$ cat config.mk
export PLATFORM = sky130hd
export DESIGN_NAME = comparator_integrator
export DESIGN_NICKNAME = d
export VERILOG_FILES = /design/src/rtl/comparator_integrator.sv
export SDC_FILE = /design/constraint.sdc
export NUM_CORES = 1
export LEC_CHECK = 0
export CAP_MARGIN = 10
export CORE_MARGIN = 5
export CORE_UTILIZATION = 40
export DETAILED_ROUTE_END_ITERATION = 8
export PLACE_DENSITY_LB_ADDON = 0.3
export SLEW_MARGIN = 15
export SYNTH_ARGS = -nofsm -noshare
export SYNTH_HDL_FRONTEND = slang
export SYNTH_SLANG_ARGS = --single-unit
$ cat constraint.sdc
create_clock -name clock_i -period 2.7 [get_ports clock_i]
set_input_delay 0.405 -clock clock_i [delete_from_list [all_inputs] [get_ports clock_i]]
set_output_delay 0.405 -clock clock_i [all_outputs]
set_load 0.02 [all_outputs]
$ cat src/rtl/comparator_integrator.sv
// comparator_integrator
// Per-channel capture stage between the GPIO comparator inputs and the VGA
// colour outputs. Each comparator bit is synchronised, then integrated in a
// saturating up/down accumulator while the display is visible. The result is
// presented as an MSB-aligned colour component per channel.
//
// Ports
//   clock_i         pixel clock, all logic on the rising edge
//   reset_n_i       synchronous active-low reset
//   comp_in_i       asynchronous comparator bits, one per channel
//   visible_i       active-video qualifier
//   mode_i          0 INTEGRATE, 1 DIRECT, 2 HOLD, 3 LINE_RESTART
//   clear_i         synchronous clear of all accumulators
//   channel_mask_i  1 forces that channel's component to 0
//   pixel_out_o     colour components, channel c at [c*OUT_W +: OUT_W]
//   pixel_valid_o   registered copy of visible_i
//   sat_hi_o        accumulator at full scale (post-update)
//   sat_lo_o        accumulator at zero (post-update)
module comparator_integrator #(
    parameter int CHANNELS    = 3,
    parameter int ACC_W       = 5,
    parameter int OUT_W       = 8,
    parameter int UP_STEP     = 1,
    parameter int DOWN_STEP   = 1,
    parameter int SYNC_STAGES = 2
) (
    input  logic                         clock_i,
    input  logic                         reset_n_i,
    input  logic [CHANNELS-1:0]          comp_in_i,
    input  logic                         visible_i,
    input  logic [1:0]                   mode_i,
    input  logic                         clear_i,
    input  logic [CHANNELS-1:0]          channel_mask_i,
    output logic [CHANNELS*OUT_W-1:0]    pixel_out_o,
    output logic                         pixel_valid_o,
    output logic [CHANNELS-1:0]          sat_hi_o,
    output logic [CHANNELS-1:0]          sat_lo_o
);

    typedef enum logic [1:0] {
        MODE_INTEGRATE = 2'd0,
        MODE_DIRECT    = 2'd1,
        MODE_HOLD      = 2'd2,
        MODE_RESTART   = 2'd3
    } mode_e;

    localparam logic [ACC_W-1:0] ACC_MAX = '1;
    // Only the MSB set: midscale, also valid for ACC_W == 1.
    localparam logic [ACC_W-1:0] ACC_MID = ACC_MAX ^ (ACC_MAX >> 1);
    localparam logic [ACC_W:0]   MAX_EXT = {1'b0, ACC_MAX};
    localparam logic [ACC_W:0]   UP_INC  = (ACC_W+1)'(UP_STEP);
    localparam logic [ACC_W:0]   DN_DEC  = (ACC_W+1)'(DOWN_STEP);

    logic [CHANNELS-1:0]       sync_q [SYNC_STAGES];
    logic [ACC_W-1:0]          acc_q  [CHANNELS];
    logic [ACC_W-1:0]          acc_d  [CHANNELS];
    logic [ACC_W:0]            sum_w  [CHANNELS];
    logic [ACC_W:0]            dif_w  [CHANNELS];
    logic                      vis_prev_q;
    logic [CHANNELS-1:0]       s_w;
    logic                      vis_rise_w;
    logic [CHANNELS*OUT_W-1:0] pix_d;
    logic [CHANNELS-1:0]       sat_hi_d;
    logic [CHANNELS-1:0]       sat_lo_d;

    always_comb begin
        s_w        = sync_q[SYNC_STAGES-1];
        vis_rise_w = visible_i & ~vis_prev_q;
        pix_d      = '0;
        sat_hi_d   = '0;
        sat_lo_d   = '0;
        for (int c = 0; c < CHANNELS; c++) begin
            // One extra bit catches overflow on add and borrow on subtract.
            sum_w[c] = {1'b0, acc_q[c]} + UP_INC;
            dif_w[c] = {1'b0, acc_q[c]} - DN_DEC;
            acc_d[c] = acc_q[c];

            if (clear_i) begin
                acc_d[c] = '0;
            end else if (mode_i == MODE_RESTART && vis_rise_w) begin
                acc_d[c] = ACC_MID;
            end else if (!visible_i || mode_i == MODE_HOLD) begin
                acc_d[c] = acc_q[c];
            end else if (mode_i == MODE_INTEGRATE || mode_i == MODE_RESTART) begin
                if (s_w[c])
                    acc_d[c] = (sum_w[c] > MAX_EXT) ? ACC_MAX : sum_w[c][ACC_W-1:0];
                else
                    acc_d[c] = dif_w[c][ACC_W] ? '0 : dif_w[c][ACC_W-1:0];
            end

            // Component is built from the pre-update accumulator.
            if (!visible_i || channel_mask_i[c])
                pix_d[c*OUT_W +: OUT_W] = '0;
            else if (mode_i == MODE_DIRECT)
                pix_d[c*OUT_W +: OUT_W] = s_w[c] ? '1 : '0;
            else
                pix_d[c*OUT_W +: OUT_W] = OUT_W'(acc_q[c]) << (OUT_W - ACC_W);

            sat_hi_d[c] = (acc_d[c] == ACC_MAX);
            sat_lo_d[c] = (acc_d[c] == '0);
        end
    end

    always_ff @(posedge clock_i) begin
        if (!reset_n_i) begin
            for (int i = 0; i < SYNC_STAGES; i++) sync_q[i] <= '0;
            for (int c = 0; c < CHANNELS; c++) acc_q[c] <= '0;
            vis_prev_q    <= 1'b0;
            pixel_out_o   <= '0;
            pixel_valid_o <= 1'b0;
            sat_hi_o      <= '0;
            sat_lo_o      <= '1;
        end else begin
            sync_q[0] <= comp_in_i;
            for (int i = 1; i < SYNC_STAGES; i++) sync_q[i] <= sync_q[i-1];
            for (int c = 0; c < CHANNELS; c++) acc_q[c] <= acc_d[c];
            vis_prev_q    <= visible_i;
            pixel_out_o   <= pix_d;
            pixel_valid_o <= visible_i;
            sat_hi_o      <= sat_hi_d;
            sat_lo_o      <= sat_lo_d;
        end
    end

endmodule

* Word level (Yosys, flattened, before mapping)
Memory sizes are Yosys's and may differ from the RTL's.
Index checks and enable logic that the tools add are counted.
** Cells by class
- $add $sub $neg :: 6
- Multipliers :: 0
- Divide/modulo/power cells :: 0
- Order comparisons :: 3
- Eq/ne operators :: 6
- Shift operators :: 0
- Mux-type cells :: 34
- Bitwise logic cells :: 9
- Reduce and logical (&&, ||, !) cells :: 17
** Operators by type and width (number)
- 2-to-1 mux 5 bit :: 24
- 2-to-1 mux 8 bit :: 6
- adder 5 x 1 -> 6 bit, second input constant :: 3
- greater-than comparator 6 x 5 -> 1 bit, second input constant :: 3
- subtractor 5 x 1 -> 6 bit, second input constant :: 3
- equality test 5 bit, second input constant :: 3
- logical NOT 5 bit :: 3
- OR reduction 3 bit :: 3
- 2-to-1 mux 3 bit :: 2
- OR reduction 2 bit :: 3
- logical OR 1 bit :: 5
- OR 1 bit :: 5
- equality test 2 bit, second input constant :: 2
- NOT 1 bit :: 3
- equality test 2 x 1 -> 1 bit, second input constant :: 1
- logical NOT 2 bit :: 1
- 2-to-1 mux 1 bit :: 2
- AND 1 bit :: 1
- logical AND 1 bit :: 1
- logical NOT 1 bit :: 1
** Word-level totals
- Register bits :: 31
- Latch bits :: 0
- RAM bits :: 21
- ROM bits :: 0
- Bits of input ports :: 12
- Output and inout bits :: 31
- Word-level logic and storage cells :: 86
- Memories :: 2
** Memory list
- acc_q :: depth 3, width 5, read ports 3, clocked after Yosys merged registers in 0, write ports 3, RTL line 55 : logic [ACC_W-1:0] acc_q [CHANNELS];
- sync_q :: depth 2, width 3, read ports 2, clocked after Yosys merged registers in 0, write ports 2, RTL line 54 : logic [CHANNELS-1:0] sync_q [SYNC_STAGES];

* Depth between registers and ports, before layout
Gate-level depths: netlist (run 1).
- Depth in word-level cells :: 9
- Depth in mapped cells :: 9

* Worst setup path before layout (run 1)
Ideal clock, no wire load.
- Path type :: reg-to-reg
- Start :: memory acc_q[0][0]
- End :: register sat_lo_o[0]
- Library setup time :: 0.058 ns
- Arrival :: 2.131 ns
- Setup slack :: 0.510 ns
- Cell stages (with the launch flop) :: 9
- Buffers on the path :: 1
- Cells stage by stage :: dfxtp_1 clkbuf_1 inv_1 ha_1 or3_1 o211a_1 o221a_4 a311oi_2 o221a_2
** RTL lines
- start, declared :: RTL line 55
- end signal, assigned :: RTL line 121 : sat_lo_o <= sat_lo_d;
- end, declared :: RTL line 37 : output logic [CHANNELS-1:0] sat_lo_o

* Worst setup path after layout (run 1)
- Start :: input port mode_i[0]
- End :: register sat_hi_o[1]
** On the way
- Cells in the longest elaborated chain, start to end :: 7
** RTL lines
- start, declared :: RTL line 31 : input logic [1:0] mode_i,
- equality test 2 bit / logical NOT 2 bit (equally long branches) :: RTL line 80, 84
- logical OR 1 bit :: RTL line 84 : end else if (mode_i == MODE_INTEGRATE || mode_i == MODE_RESTART) begin
- 2-to-1 mux 5 bit :: RTL line 84
- 2-to-1 mux 5 bit :: RTL line 82 : end else if (!visible_i || mode_i == MODE_HOLD) begin
- 2-to-1 mux 5 bit * :: RTL line 80 : end else if (mode_i == MODE_RESTART && vis_rise_w) begin
- 2-to-1 mux 5 bit * :: RTL line 78 : if (clear_i) begin
- equality test 5 bit * :: RTL line 99 : sat_hi_d[c] = (acc_d[c] == ACC_MAX);
- end signal, assigned :: RTL line 120 : sat_hi_o <= sat_hi_d;
- end, declared :: RTL line 36 : output logic [CHANNELS-1:0] sat_hi_o,
Mark *: on every way between the ends. The rest lies on a longest branch, timed or not.
A chain may end at the register's enable or synchronous reset.

==> flow_metrics.env, run 1 <==
export IMPL_cts_setup_buffers=0
export IMPL_crit_fanout=13
export IMPL_antennaDiodeCount=0
export IMPL_cp_start_kind="input port"
export IMPL_grt_pass1_vias=1902
export IMPL_drt_initial_drc_count=314
export IMPL_critPathKind="in2reg"
export IMPL_fin_nets=335
export IMPL_syn_inst=286
export IMPL_hold_viol_final=0
export IMPL_die_w_um=87.9
export IMPL_synth_edff_count=0
export IMPL_cts_root_buf="clkbuf_8"
export IMPL_wirelength_um=5380
export IMPL_worst_setup_path_end_kind="register"
export IMPL_maxCapViolCount=0
export IMPL_mostFrequentLayoutCells="46 x dfxtp_1, 42 x clkdlybuf4s50_1, 22 x nor2_1"
export IMPL_cts_hold_fix_buffers=0
export IMPL_initial_core_util=0.410
export IMPL_cts_htree_levels=2
export IMPL_slew_headroom=0.638
export IMPL_drt_pass1_iterations=4
export IMPL_path_clk_slew_ns=0.08
export IMPL_clockBufferDepth=2
export IMPL_p_per_area_nw_per_um2=496
export IMPL_async_reset_ff_frac=0
export IMPL_dpl_hpwl_um=4040
export IMPL_grt_overflow=0
export IMPL_yosys_warnings=0
export IMPL_synth_compound_area_share=0.197
export IMPL_final_common_cell="dfxtp_1"
export IMPL_yosys_area_top_type="dfxtp_1"
export IMPL_fillers=570
export IMPL_fin_skew_ns=0.00788
export IMPL_finalCriticalPeriod_ns=2.39
export IMPL_clock_latency_ns=0.30
export IMPL_drc_errors=0
export IMPL_cp_arrival_ns=2.59
export IMPL_finalWeightedCongestion=0.907
export IMPL_avgRoutedWirePerCell_um=13.8
export IMPL_grt_max_degree=19
export IMPL_grt_pass1_wl_um=8980
export IMPL_synth_area_leaders="dfxtp_1 38%, ha_1 4.6%, nor2_1 3.4%"
export IMPL_antenna_found_initial=0
export IMPL_synth_simple_gate_area_frac=0.269
export IMPL_final_setup_tns_ns=0
export IMPL_cts_buffers=5
export IMPL_post_cts_resized=0
export IMPL_grt_usage=0.146
export IMPL_design_die_area_sq_um=7730
export IMPL_syn_area_sq_um=2430
export IMPL_synth_seq_cells=46
export IMPL_drv_slew=0
export IMPL_ios=43
export IMPL_synth_top_family_by_area="simple AND/OR/NAND/NOR gates"
export IMPL_vias_per_cell=5.31
export IMPL_placementRows=28
export IMPL_tightestPinTransition_ns=0.538
export IMPL_synthDominantCellAreaShare=0.379
export IMPL_min_period_over_period=0.886
export IMPL_hold_class="reg2reg"
export IMPL_cts_sinks=46
export IMPL_synthMuxAreaShare=0.00824
export IMPL_synth_fa_ha_area_frac=0.0464
export IMPL_syn_nets=307
export IMPL_ir_drop_v=0.000225
export IMPL_cts_tree="yes"
export IMPL_fmax_mhz=418
export IMPL_synth_area_per_cell_sq_um=8.49
export IMPL_required_ns=2.90
export IMPL_rsz0062_at_grt="false"
export IMPL_status="complete, no violations"
export IMPL_synthXorXnorAreaFrac=0.0108
export IMPL_fp_dieH_um=87.9
export IMPL_synthToLayoutAreaGrowth_pct=22.9
export IMPL_synth_cell_type_count=56
export IMPL_drive_above_1_share=0.0857
export IMPL_power_leakage_nw=1.11
export IMPL_placed_area_sq_um=2840
export IMPL_setup_viol=0
export IMPL_io_buffer_count=42
export IMPL_final_area_sq_um=2990
export IMPL_vias=2072
export IMPL_ant_nets=0
export IMPL_yosysSeqAreaShare=0.379
export IMPL_synthFlopType="dfxtp_1"
export IMPL_core_sq_um=5920
==> power by group <==
group	switching [W]	internal, W	leakage, nW
Sequential	0.0000174	0.000691	0.373
Clock	0.000221	0.000394	0.0714
Combinational	0.0000814	0.0000761	0.663
==> flip-flops by register name (all words and copies together), names as in the netlist <==
register / cells
sync_q: 6
pixel_out_o: 18
sat_lo_o: 3
sat_hi_o: 3
acc_q: 15
vis_prev_q: 1
==> path summary, 6_finish.rpt <==
path / startpoint / endpoint / slack, ns / cells after the start
setup / recovery: mode_i[0] / sat_hi_o[1] / 0.31 / 7
hold / removal: sync_q[0][0] / sync_q[0][3] / 0.44 / 1
setup reg to reg: acc_q[0][1] / sat_lo_o[0] / 0.41 / 7
hold reg to reg: sync_q[0][0] / sync_q[0][3] / 0.44 / 1
==> cells in the mapped netlist (all sizes together) (4+ instances only) <==
| library cell | instances |
|---|---|
| dfxtp | 46 |
| nor2 | 22 |
| inv | 17 |
| clkbuf | 16 |
| a21oi | 15 |
| o21ai | 15 |
| and2 | 12 |
| buf | 12 |
| nand2 | 11 |
| nor2b | 11 |
| ha | 9 |
| nand2b | 9 |
| nor3 | 8 |
| a211oi | 5 |
| nand3 | 5 |
| nand4 | 5 |
| nor4 | 5 |
| or2 | 5 |
| a311oi | 4 |
| and3 | 4 |
==> layout make-up <==
cell class	instances	area [sq um]	share of cell area
Sequential cell	46	921	0.308
Timing Repair Buffer	49	473	0.158
Multi-Input combinational cell	195	1290	0.433
Clock buffer	6	82.6	0.0277
Inverter	17	63.8	0.0214
Clock inverter	2	60.1	0.0201
Tap cell	75	93.8	0.0314
==> layer usage <==
metal,vias to the layer above,wire [um],global-route usage
li1,1061,-,-
met3,14,366,0.0376
met1,929,2710,0.204
met2,68,2210,0.211
met5,-,0,0
met4,0,96,0.0669
==> through the flow <==
stage | hold slack, ns | total power (W) | setup WS (ns) | cells | utilization
2_1_floorplan | 0.412 | 0.000823 | 0.510 | 286 | -
3_3_place_gp | 0.416 | 0.000878 | 0.0479 | 382 | 0.480
3_5_place_dp | 0.419 | 0.000880 | 0.00481 | 382 | 0.480
4_1_cts | 0.440 | 0.00150 | 0.294 | 390 | 0.504
5_1_grt | 0.447 | 0.00154 | 0.149 | 390 | 0.504
6_report | 0.440 | 0.00148 | 0.307 | 390 | 0.504
==> worst max-delay path: stages <==
cell,delay [ns]
clkdlybuf4s50_1,0.51
inv_1,0.06
ha_1,0.28
and3b_1,0.47
mux2i_1,0.17
or4_1,0.48
nor4_1,0.22
==> cell families after synthesis <==
| family | count (synthesis) |
|---|---|
| AND/OR/NAND/NOR | 114 |
| AO/OA/AOI/OAI | 67 |
| flip-flops | 46 |
| buffers and inverters | 45 |
| adder cells (fa/ha/maj) | 9 |
| XOR/XNOR | 3 |
| multiplexers | 2 |
Note: power is estimated with default switching activity, not from simulation.
==> run 2: changes to the inputs <==
--- a/config.mk
+++ b/config.mk
@@ -8,9 +8,10 @@
 export CAP_MARGIN = 10
 export CORE_MARGIN = 5
 export CORE_UTILIZATION = 40
+export CTS_CLUSTER_SIZE = 25
 export DETAILED_ROUTE_END_ITERATION = 8
 export PLACE_DENSITY_LB_ADDON = 0.3
-export SLEW_MARGIN = 15
+export SLEW_MARGIN = 20
 export SYNTH_ARGS = -nofsm -noshare
 export SYNTH_HDL_FRONTEND = slang
 export SYNTH_SLANG_ARGS = --single-unit
==> results of run 2 <==
Final layout, timing and power as in run 1 (identical DEF).
